===== src/rtl/lsu_mem_initiator.sv =====
// -----------------------------------------------------------------------------
// lsu_mem_initiator
//
// Load/store unit sitting between the execute stage and a word-wide data
// memory port. It takes one request at a time, issues word-aligned accesses,
// performs read-modify-write for byte/halfword stores, and returns extended
// load data with its destination register for writeback.
//
// Parameters:
//   WB_ZERO_SUPPRESS : when 1, a load to rd=0 completes with wb_we=0.
//
// Optional build macro:
//   LSU_TAG_CHECK_EN : compare mem_rd_in against the latched rd on every
//                      completing memory edge. A mismatch still completes the
//                      operation but forces wb_we=0 and pulses misalign_err.
//                      When undefined, mem_rd_in is ignored.
//
// Ports:
//   CLK, RST_X          clock (rising edge), asynchronous active-low reset
//   req_valid/req_ready request handshake (ready only in IDLE)
//   req_we, req_op      1=store/0=load, funct3 size/sign code
//   req_addr, req_wd    byte address, right-aligned store data
//   req_rd              load destination register
//   mem_addr, mem_wd    word-aligned address, full write word
//   mem_we, mem_valid   write enable, access request
//   mem_rd              tag sent with the access
//   mem_loaded          read word from memory
//   mem_valid_in        access complete / read data valid
//   mem_rd_in           returned tag
//   wb_valid            one-cycle completion pulse
//   wb_we, wb_rd        register write enable and destination
//   wb_data             extended load data (0 for stores)
//   misalign_err        one-cycle error pulse coincident with wb_valid
// -----------------------------------------------------------------------------
module lsu_mem_initiator #(
    parameter int unsigned WB_ZERO_SUPPRESS = 1
) (
    input  logic        CLK,
    input  logic        RST_X,
    input  logic        req_valid,
    output logic        req_ready,
    input  logic        req_we,
    input  logic [2:0]  req_op,
    input  logic [31:0] req_addr,
    input  logic [31:0] req_wd,
    input  logic [4:0]  req_rd,
    output logic [31:0] mem_addr,
    output logic [31:0] mem_wd,
    output logic        mem_we,
    output logic        mem_valid,
    output logic [4:0]  mem_rd,
    input  logic [31:0] mem_loaded,
    input  logic        mem_valid_in,
    input  logic [4:0]  mem_rd_in,
    output logic        wb_valid,
    output logic        wb_we,
    output logic [4:0]  wb_rd,
    output logic [31:0] wb_data,
    output logic        misalign_err
);

    localparam logic [2:0] OP_B  = 3'b000;
    localparam logic [2:0] OP_H  = 3'b001;
    localparam logic [2:0] OP_W  = 3'b010;
    localparam logic [2:0] OP_BU = 3'b100;
    localparam logic [2:0] OP_HU = 3'b101;

    typedef enum logic [2:0] {
        S_IDLE,
        S_LD,
        S_RMW_RD,
        S_WR,
        S_RESP
    } state_t;

    state_t      state;
    logic [2:0]  op_q;
    logic [1:0]  off_q;
    logic [15:0] wd_q;      // only the low half is ever merged into memory
    logic [4:0]  rd_q;
    logic        tag_err_q; // tag mismatch seen on the read half of an RMW
    logic        tag_bad;

`ifdef LSU_TAG_CHECK_EN
    assign tag_bad = (mem_rd_in != rd_q);
`else
    logic unused_tag;
    assign unused_tag = ^mem_rd_in;
    assign tag_bad    = 1'b0;
`endif

    // Legal op for the given direction and alignment. Unsigned variants exist
    // only for loads; illegal codes are reported the same way as misalignment.
    function automatic logic op_ok(input logic we, input logic [2:0] op,
                                   input logic [1:0] off);
        logic ok;
        case (op)
            OP_B:    ok = 1'b1;
            OP_H:    ok = ~off[0];
            OP_W:    ok = (off == 2'b00);
            OP_BU:   ok = ~we;
            OP_HU:   ok = ~we & ~off[0];
            default: ok = 1'b0;
        endcase
        return ok;
    endfunction

    function automatic logic [31:0] extract_load(input logic [2:0] op,
                                                 input logic [1:0] off,
                                                 input logic [31:0] word);
        logic [7:0]  b;
        logic [15:0] h;
        logic [31:0] r;
        b = word[{off, 3'b000} +: 8];
        h = word[{off[1], 4'b0000} +: 16];
        case (op)
            OP_B:    r = {{24{b[7]}}, b};
            OP_BU:   r = {24'h0, b};
            OP_H:    r = {{16{h[15]}}, h};
            OP_HU:   r = {16'h0, h};
            default: r = word;
        endcase
        return r;
    endfunction

    // Little-endian lane insert: byte k occupies bits 8k+7:8k.
    function automatic logic [31:0] merge_store(input logic [2:0] op,
                                                input logic [1:0] off,
                                                input logic [31:0] old,
                                                input logic [15:0] wd);
        logic [31:0] mask;
        logic [31:0] data;
        if (op == OP_H) begin
            mask = 32'h0000_FFFF << {off[1], 4'b0000};
            data = {2{wd}};
        end else begin
            mask = 32'h0000_00FF << {off, 3'b000};
            data = {4{wd[7:0]}};
        end
        return (old & ~mask) | (data & mask);
    endfunction

    logic load_we;
    assign load_we = !((WB_ZERO_SUPPRESS != 0) && (rd_q == 5'd0));

    // NOTE: state and outputs are registers updated with non-blocking
    // assignments; the asynchronous reset clears mem_valid the moment RST_X
    // falls, so a write in flight is never presented at the next edge.
    always_ff @(posedge CLK or negedge RST_X) begin
        if (!RST_X) begin
            state        <= S_IDLE;
            op_q         <= 3'b000;
            off_q        <= 2'b00;
            wd_q         <= 16'h0;
            rd_q         <= 5'd0;
            tag_err_q    <= 1'b0;
            req_ready    <= 1'b0;
            mem_addr     <= 32'h0;
            mem_wd       <= 32'h0;
            mem_we       <= 1'b0;
            mem_valid    <= 1'b0;
            mem_rd       <= 5'd0;
            wb_valid     <= 1'b0;
            wb_we        <= 1'b0;
            wb_rd        <= 5'd0;
            wb_data      <= 32'h0;
            misalign_err <= 1'b0;
        end else begin
            // NOTE: pulse outputs default low here and are raised only on the
            // edge entering RESP, which makes them exactly one cycle wide.
            wb_valid     <= 1'b0;
            misalign_err <= 1'b0;

            case (state)
                S_IDLE: begin
                    req_ready <= 1'b1;
                    if (req_valid && req_ready) begin
                        req_ready <= 1'b0;
                        op_q      <= req_op;
                        off_q     <= req_addr[1:0];
                        wd_q      <= req_wd[15:0];
                        rd_q      <= req_rd;
                        tag_err_q <= 1'b0;
                        wb_rd     <= req_rd;
                        mem_addr  <= {req_addr[31:2], 2'b00};
                        mem_rd    <= req_rd;
                        if (!op_ok(req_we, req_op, req_addr[1:0])) begin
                            state        <= S_RESP;
                            wb_valid     <= 1'b1;
                            misalign_err <= 1'b1;
                            wb_we        <= 1'b0;
                            wb_data      <= 32'h0;
                        end else if (!req_we) begin
                            state     <= S_LD;
                            mem_valid <= 1'b1;
                            mem_we    <= 1'b0;
                        end else if (req_op == OP_W) begin
                            state     <= S_WR;
                            mem_valid <= 1'b1;
                            mem_we    <= 1'b1;
                            mem_wd    <= req_wd;
                        end else begin
                            state     <= S_RMW_RD;
                            mem_valid <= 1'b1;
                            mem_we    <= 1'b0;
                        end
                    end
                end

                S_LD: begin
                    if (mem_valid_in) begin
                        state        <= S_RESP;
                        mem_valid    <= 1'b0;
                        wb_valid     <= 1'b1;
                        wb_we        <= load_we && !tag_bad;
                        wb_data      <= extract_load(op_q, off_q, mem_loaded);
                        misalign_err <= tag_bad;
                    end
                end

                // mem_valid stays high into WR; only mem_we and mem_wd change.
                S_RMW_RD: begin
                    if (mem_valid_in) begin
                        state     <= S_WR;
                        mem_we    <= 1'b1;
                        mem_wd    <= merge_store(op_q, off_q, mem_loaded, wd_q);
                        tag_err_q <= tag_bad;
                    end
                end

                S_WR: begin
                    if (mem_valid_in) begin
                        state        <= S_RESP;
                        mem_valid    <= 1'b0;
                        mem_we       <= 1'b0;
                        wb_valid     <= 1'b1;
                        wb_we        <= 1'b0;
                        wb_data      <= 32'h0;
                        misalign_err <= tag_bad || tag_err_q;
                    end
                end

                S_RESP: begin
                    state     <= S_IDLE;
                    req_ready <= 1'b1;
                    wb_we     <= 1'b0;
                end

                default: begin
                    state     <= S_IDLE;
                    mem_valid <= 1'b0;
                    mem_we    <= 1'b0;
                end
            endcase
        end
    end

endmodule


===== config.mk =====
export PLATFORM = sky130hd
export DESIGN_NAME = lsu_mem_initiator
export DESIGN_NICKNAME = d
export VERILOG_FILES = /design/src/rtl/lsu_mem_initiator.sv
export SDC_FILE = /design/constraint.sdc
export NUM_CORES = 1
export LEC_CHECK = 0
export CAP_MARGIN = 20
export CORE_MARGIN = 2
export CORE_UTILIZATION = 29
export DETAILED_ROUTE_END_ITERATION = 12
export GPL_ROUTABILITY_DRIVEN = 0
export PLACE_DENSITY = 0.53
export SYNTH_ARGS = -nofsm -noshare
export SYNTH_HDL_FRONTEND = slang
export SYNTH_SLANG_ARGS = --single-unit

===== constraint.sdc =====
create_clock -name CLK -period 3.1 [get_ports CLK]
set_input_delay 0.62 -clock CLK [delete_from_list [all_inputs] [get_ports CLK]]
set_output_delay 0.62 -clock CLK [all_outputs]
set_load 0.02 [all_outputs]

== After elaboration in Yosys (flattened, before gate mapping) ==
Cells that the tools add are included.

* Bits in registers: 130
* Input bits: 114
* Output and inout bits: 112
* Logic and storage cells: 122

* Eq/ne operators: 20
* Shift operators: 4
* Mux-type cells: 52
* Bitwise logic cells: 9
* Reductions and logical operators: 22

{| class="wikitable"
|+ Operator list
! kind !! number
|-
| 32-bit two-way mux || 15
|-
| 32-bit case mux with 4 select lines || 1
|-
| 32-bit case mux with 3 select lines || 1
|-
| 32-bit bitwise AND || 2
|-
| 32-bit case mux with 2 select lines || 1
|-
| 32-bit inverter || 1
|-
| 32-bit bitwise OR || 1
|-
| 32-bit by 6-bit variable part select with 16-bit output || 1
|-
| 32-bit by 6-bit variable part select with 8-bit output || 1
|-
| 16-bit by 5-bit << shifter with 32-bit output (first input constant) || 1
|-
| 8-bit by 5-bit << shifter with 32-bit output (first input constant) || 1
|-
| 1-bit two-way mux || 20
|-
| 2-bit inequality test (second input constant) || 8
|-
| 3-bit == test (second input constant) || 5
|-
| 5-bit AND reduction || 3
|-
| 3-bit two-way mux || 4
|-
| 3-bit by 1-bit == test with 1-bit output (second input constant) || 3
|-
| 3-bit by 2-bit == test with 1-bit output (second input constant) || 3
|-
| 3-bit logical NOT || 3
|-
| 3-bit case mux with 3 select lines || 1
|-
| 1-bit case mux with 2 select lines || 4
|-
| 1-bit case mux with 4 select lines || 2
|-
| 3-bit AND reduction || 2
|-
| 6-bit AND reduction || 1
|-
| other kinds (16) || 22
|}

== Longest topological paths before layout ==
Gate-level depths: netlist of the first run.

* Depth in word-level cells: 9
* Gate-level depth with buffers: 7
* Gate-level depth less buffers: 5

== Worst setup path after synthesis of the first run ==
No wires, ideal clock.

* Path kind: input port to flip-flop
* From: input port req_op[2]
* To: register mem_wd[0]
* Data arrival time: 2.104 ns
* Data required time: 2.975 ns
* Setup slack: 0.871 ns
* Stages on the path: 5
* Cells stage by stage: nor4_1 > o21bai_2 > a221oi_4 > buf_6 > mux2_2

* Word-level cells in the longest chain between the ends: 6
* Elaborated cells between the ends (all ways): 11

{| class="wikitable"
|+ Ends and longest elaborated chain
! item !! line !! RTL
|-
| from (decl) || 43 || <nowiki>input logic [2:0] req_op,</nowiki>
|-
| 3-bit == test (tied with other cells) || 97 || <nowiki>case (op)</nowiki>
|-
| 1-bit case mux with 5 select lines || 97 ||
|-
| 1-bit two-way mux || 177 || <nowiki>if (req_valid && req_ready) begin</nowiki>
|-
| 1-bit two-way mux || 174 || <nowiki>case (state)</nowiki>
|-
| 2-bit inequality test (no source line) || -- ||
|-
| 6-bit AND reduction (no source line) (*) || -- ||
|-
| to (signal assigned) || 201 || <nowiki>mem_wd <= req_wd;</nowiki>
|-
| to (signal assigned) || 226 || <nowiki>mem_wd <= merge_store(op_q, off_q, mem_loaded, wd_q);</nowiki>
|-
| to (decl) || 48 || <nowiki>output logic [31:0] mem_wd,</nowiki>
|}

Mark *: on every way between the ends. The rest lies on a longest branch, timed or not. The select of a mux whose other input is x is not followed.
A chain may end at the register's enable or synchronous reset.

== Worst setup path in the final report of the first run ==
* From: input port req_op[2]
* To: register mem_wd[19]

Same word-level chain as after synthesis.

==> results.ini, run 1 <==
[clock_network]
post_cts_resized = 0
cts_tree = done
h-tree-depth = 4
clock_latency_ns = 0.42
cts_setup_buffers = 0
cts-root-buf = clkbuf_16
ctsHoldBuffers = 0
cts_made_buffers = 17
clock-sinks = 129
cts_max_path_buffers = 2
clk_pin_slew_ns = 0.06

[placed_design]
dp_hpwl_um = 17500
post-place-ws_ns = 0.176
portBuffers = 218
place_area_sq_um = 9310

[layout]
antenna_cells = 0
fin_nets = 1032
synthToLayoutAreaGrowth_pct = 45.2
fin_area_sq_um = 9880
fillers = 2341
drive_gt1_frac = 0.122
final_util = 0.425

[yosys]
ys.warnings.count = 0
syn_area_sq_um = 6800
synth-seq-cells = 129
synth_area_leader_cell = dfrtp_1
synth.distinct_cells = 51
synth_edf_count = 0
synth.top_cell.area_share = 0.475
postSynthCellCount = 719
async_flop_share = 1.00
synthTopCellsByArea = dfrtp_1 (47%), nand2_1 (9.9%), mux2_2 (6.0%)
ys_seq_area_frac = 0.475
synth_flop_cell = dfrtp_1
syn_avg_cell_area_sq_um = 9.46
yosys-top-cells-count = nand2_1 (180), dfrtp_1 (129), nor2_1 (38)
synth.most_common_cell = nand2_1

[grt]
grt_pass1_vias = 6210
track_usage = 0.203
grt_overflow = 0
grt_pass1_wl_um = 37700
antenna_found_initial = 1
grt_max_degree = 66

[setup_path]
critical_path_class = input pin to flop
max_stage_delay_ns = 0.59
cp.required_ns = 3.41
cp-end-kind = flop
cp.arrival_ns = 2.84
crit_family = buffers and inverters
path_cells = clkdlybuf4s50_1 > nor4_1 > o21bai_2 > a221oi_4 > buf_12 > mux2_2
cp_num_buf_inv = 2
critPathSlowestCell = nor4_1
cp-start-kind = input pin
cp_max_fo = 33

[floorplanning]
die_x_um = 157
die_area_sq_um = 24700
io_pins = 226
initial_core_util = 0.292
core-area_sq_um = 23300
die_h_um = 157
rows = 56

[sta]
tightest_slew_ns = 0.836
rsz0062_at_grt = false
max_freq_mhz = 394
slew_headroom = 0.443
period_minus_slack_ns = 2.54
setup-violations-final = 0
min_period_over_period = 0.819
fin_tns_setup_ns = 0
final.setup.worst_slack_ns = 0.561
slew_viol_final = 0
skew_ns = 0.00852
hold_viol = 0

[detailed_routing]
drtPass1Iterations = 5
postRouteAntennaNets = 0
drc_errors = 0
viasPerCell = 5.01
post_drt_wl_per_cell_um = 19.8
vias = 6258
drtIter0Drc = 422
wirelength_um = 24700

[power_and_ir_drop]
powerDensity_nw_per_um2 = 1130
vdd_drop_max_uv = 449
p_leak_nw = 4.18

[worst_hold_path]
min_path_type = input pin to async pin

[run]
maxCapViolCount = 0

[outcome]
status = finished, final reports clean

logic make-up after synthesis:
| group | count (synthesis) | synth area share |
|---|---|---|
| other cells | 1 | 0.000551 |
| buf+inv | 87 | 0.0609 |
| simple gates | 293 | 0.195 |
| flops | 129 | 0.475 |
| mux | 55 | 0.0971 |
| compound gates | 154 | 0.172 |
layout make-up:
cell class,instances,area (sq um),share of cell area
inverters,24,90.1,0.00912
flip-flops and latches,129,3230,0.327
well taps,319,399,0.0404
clock inverters,13,129,0.0130
clock buffers,19,443,0.0448
multi-input cells,504,3190,0.323
repair buffers,242,2400,0.243
report_power, final:
part	switching (mW)	internal, mW
clock network	0.858	1.14
registers	0.592	2.50
logic	3.37	2.68
total	4.82	6.32
path summary, 6_finish.rpt:
path,to,slack [ns],startpoint,depth (start not counted)
worst max-delay path,mem_wd[19],0.56,req_op[2],6
worst min-delay path,wb_data[17],0.19,RST_X,1
worst max register to register,mem_wd[2],0.68,state[0],5
worst min register to register,mem_addr[9],0.47,mem_addr[9],2
max in group asynchronous,mem_addr[19],2.14,RST_X,2
min in group CLK,mem_addr[9],0.47,mem_addr[9],2
worst register-to-register path, stage by stage (launching register included):
cell and delay (ns):
dfrtp_1 0.50, or3b_1 0.68, buf_4 0.31, or4_1 0.53, o211ai_1 0.14, mux2_2 0.19
metrics by stage:
stage / instances / hold WS [ns] / total power [mW]
2_1_floorplan: 720 / 0.324 / 6.68
3_3_place_gp: 1218 / 0.458 / 9.14
3_5_place_dp: 1218 / 0.461 / 9.17
4_1_cts: 1250 / 0.195 / 11.2
5_1_grt: 1250 / 0.219 / 11.9
6_report: 1250 / 0.185 / 11.1
metal layers:
| layer | part of all wire | vias up | track usage |
|---|---|---|---|
| met2 | 0.44 | 283 | 0.299 |
| met3 | 0.092 | 30 | 0.0677 |
| li1 | - | 2952 | - |
| met1 | 0.45 | 2991 | 0.281 |
| met4 | 0.019 | 2 | 0.0615 |
| met5 | 0.00053 | - | 0 |
registers in the layout, summed over array words and instances (netlist names), 2 cells and up:
signal    cells
mem_wd       32
wb_data      32
mem_addr     30
wd_q         16
rd_q          5
op_q          3
state         3
off_q         2
cells in the final DEF, fill, tap and decap left out, types with 4 or more instances in the layout:
cell	synthesis	final
clkdlybuf4s50_1	0	217
nand2_1	180	180
dfrtp_1	129	129
nor2_1	38	37
mux2_2	36	36
o211ai_1	33	33
nor4_1	27	27
inv_1	22	22
buf_4	8	21
a211oi_1	20	20
o21ai_0	18	18
o2bb2ai_1	17	17
clkbuf_16	0	17
nand2b_1	16	16
mux2i_1	12	12
o31ai_1	11	11
a221o_1	10	10
o22ai_1	10	10
a21oi_1	9	9
or4_1	7	7
and2_1	6	6
a2bb2oi_1	5	5
clkinvlp_4	0	5
o221ai_1	4	4
a22o_1	4	4
mux4_2	4	4
inv_6	0	4
Note: power is estimated with default switching activity, not from simulation.
==> inputs of run 2 (changes only) <==
==> constraint.sdc (replaced) <==
create_clock -name CLK -period 2.4 [get_ports CLK]
set_input_delay 0.48 -clock CLK [delete_from_list [all_inputs] [get_ports CLK]]
set_output_delay 0.48 -clock CLK [all_outputs]
set_load 0.02 [all_outputs]
==> run 2 against run 1 <==
Net effect: largest cell class unchanged; core utilization increased by 1.5 points; combinational power increased by 35%; first-iteration DRC count decreased by 9.0%; critical path depth increased by 2; final area increased by 3.6%; die area unchanged; routed wire length decreased by 0.46%; cell count increased by 3.0%; sequential share of layout area decreased by 1.1 points; non-clock buffer count increased by 38; power increased by 32%; clock-buffer cell count unchanged.
==> results.ini, run 2 (synthesis results as in run 1) <==
[layout]
fin_area_sq_um = 10200  ; was 9880 sq um
synthToLayoutAreaGrowth_pct = 50.5  ; was 45.2%
fin_nets = 1070  ; was 1,032
reg_top3 = mem_wd (32), wb_data (32), mem_addr (30)  ; unchanged
final_cell_mix = clkdlybuf4s50_1 (217), nand2_1 (180), dfrtp_1 (129), buf_4 (55), nor2_1 (37)  ; was clkdlybuf4s50_1 (217), nand2_1 (180), dfrtp_1 (129), nor2_1 (37), mux2_2 (36)
final_common_cell = clkdlybuf4s50_1  ; unchanged
antenna_cells = 0  ; unchanged
final_util = 0.440  ; was 0.425
drive_gt1_frac = 0.157  ; was 0.122

[placed_design]
place_area_sq_um = 9640  ; was 9310 sq um
post-place-ws_ns = -0.197  ; was 0.176 ns
portBuffers = 218  ; unchanged
dp_hpwl_um = 17900  ; was 17,500 um

[sta]
slew_viol_final = 0  ; unchanged
slew_headroom = 0.630  ; was 0.443
setup-violations-final = 0  ; unchanged
fin_tns_setup_ns = 0  ; unchanged
min_period_over_period = 0.889
max_freq_mhz = 469
rsz0062_at_grt = false  ; unchanged
period_minus_slack_ns = 2.13
hold_viol = 0  ; unchanged
skew_ns = 0.0116  ; was 0.00852 ns
tightest_slew_ns = 0.553  ; was 0.836 ns
final.setup.worst_slack_ns = 0.266  ; was 0.561 ns

[clock_network]
clock_latency_ns = 0.42  ; about the same
h-tree-depth = 4  ; unchanged
cts_tree = done  ; unchanged
clk_pin_slew_ns = 0.07  ; was 0.06 ns
clock-sinks = 129  ; unchanged
ctsHoldBuffers = 0  ; unchanged
cts_made_buffers = 17  ; unchanged
cts_setup_buffers = 0  ; unchanged
cts-root-buf = clkbuf_16  ; unchanged
post_cts_resized = 0  ; unchanged
cts_max_path_buffers = 2  ; unchanged

[setup_path]
critical_path_class = input pin to flop  ; unchanged
cp_max_fo = 6  ; was 33
max_stage_delay_ns = 0.44  ; was 0.59 ns
cp.required_ns = 2.70  ; was 3.41 ns
r2r_end = mem_wd[10]  ; was mem_wd[2]
crit_end = wb_data[7]  ; was mem_wd[19]
crit-reg2reg-launch = state[2]  ; was state[0]
cp-start-kind = input pin  ; unchanged
cp-startpoint = req_op[2]  ; unchanged
critPathSlowestCell = clkdlybuf4s50_1  ; was nor4_1
r2r_slack_ns = 0.31  ; was 0.68 ns
crit_top_cell = buf_4
cp.arrival_ns = 2.44  ; was 2.84 ns
path_cells = clkdlybuf4s50_1 > nor4_1 > buf_4 > buf_4 > or2_2 > o21a_1 > clkinv_1 > mux2_2  ; was clkdlybuf4s50_1 > nor4_1 > o21bai_2 > a221oi_4 > buf_12 > mux2_2
rr_worst_depth = 5  ; unchanged
cp-end-kind = flop  ; unchanged

[grt]
gr-max-usage-layer = met2  ; unchanged
met3_usage = 0.0633  ; was 0.0677
antenna_found_initial = 0  ; was 1
track_usage = 0.202  ; was 0.203
grt_pass1_wl_um = 37700  ; about the same
use_met1 = 0.276  ; was 0.281
grt_overflow = 0  ; unchanged
grt_max_degree = 66  ; unchanged
grt_pass1_vias = 6443  ; was 6,210
use_met2 = 0.303  ; was 0.299

[detailed_routing]
drtIter0Drc = 384  ; was 422
viasPerCell = 5.00  ; was 5.01
drc_errors = 0  ; unchanged
vias = 6438  ; was 6,258
drtPass1Iterations = 5  ; unchanged
post_drt_wl_per_cell_um = 19.1  ; was 19.8 um
wirelength_um = 24600  ; was 24,700 um
postRouteAntennaNets = 0  ; unchanged

[floorplanning]
rows = 56  ; unchanged
die_x_um = 157  ; unchanged
initial_core_util = 0.292  ; unchanged
die_h_um = 157  ; unchanged
io_pins = 226  ; unchanged
core-area_sq_um = 23300  ; unchanged
die_area_sq_um = 24700  ; unchanged

[worst_hold_path]
min_path_type = input pin to async pin  ; unchanged

[run]
maxCapViolCount = 0  ; unchanged

[power_and_ir_drop]
p_leak_nw = 4.41  ; was 4.18 nW
finalPower_mw = 14.8  ; was 11.1 mW
powerDensity_nw_per_um2 = 1440  ; was 1130 nW/um^2
vdd_drop_max_uv = 689  ; was 449 uV

[outcome]
status = finished, final reports clean  ; unchanged

[run 2: through the flow]
| stage | hold slack, ns | instances |
|---|---|---|
| floorplan | 0.184 | 720 |
| global placement | 0.457 | 1256 |
| detailed placement | 0.464 | 1256 |
| CTS | 0.0203 | 1288 |
| global route | 0.0401 | 1288 |
| finish | 0.0108 | 1288 |
[run 2: worst min-delay path by stage]
stage / cells past startpoint / end
2_1_floorplan: 0 / mem_addr[10]
3_3_place_gp: 2 / mem_addr[19]
3_5_place_dp: 2 / wd_q[9]
4_1_cts: 1 / wb_data[17]
5_1_grt: 1 / wb_data[18]
6_report: 1 / wb_data[17]
[run 2: area by class of cell]
class                   instances  area, sq um
flip-flops and latches        129         3230
clock buffers                  19          443
repair buffers                280         2740
multi-input cells             504         3190
inverters                      24         90.1
well taps                     319          399
clock inverters                13          153
fillers                      2360        13000
[run 2: layer usage]
| metal | wire [um] | vias up |
|---|---|---|
| met5 | 0 | - |
| met4 | 579 | 0 |
| met3 | 2280 | 36 |
| met2 | 10800 | 287 |
| met1 | 10900 | 3086 |
| li1 | - | 3029 |
[run 2: critical path: cells and delay by family]
kind / cells / cell delay (ns)
buffers and inverters: 4 / 0.98
AND/OR/NAND/NOR: 2 / 0.42
multiplexers: 1 / 0.35
AO/OA/AOI/OAI: 1 / 0.20
[run 2: where the power goes]
part / switching (mW) / total [mW] / internal [mW] / leakage (nW)
clock: 1.08 / 2.66 / 1.58 / 0.281
combinational: 4.46 / 8.17 / 3.72 / 2.50
sequential: 0.694 / 3.93 / 3.23 / 1.63
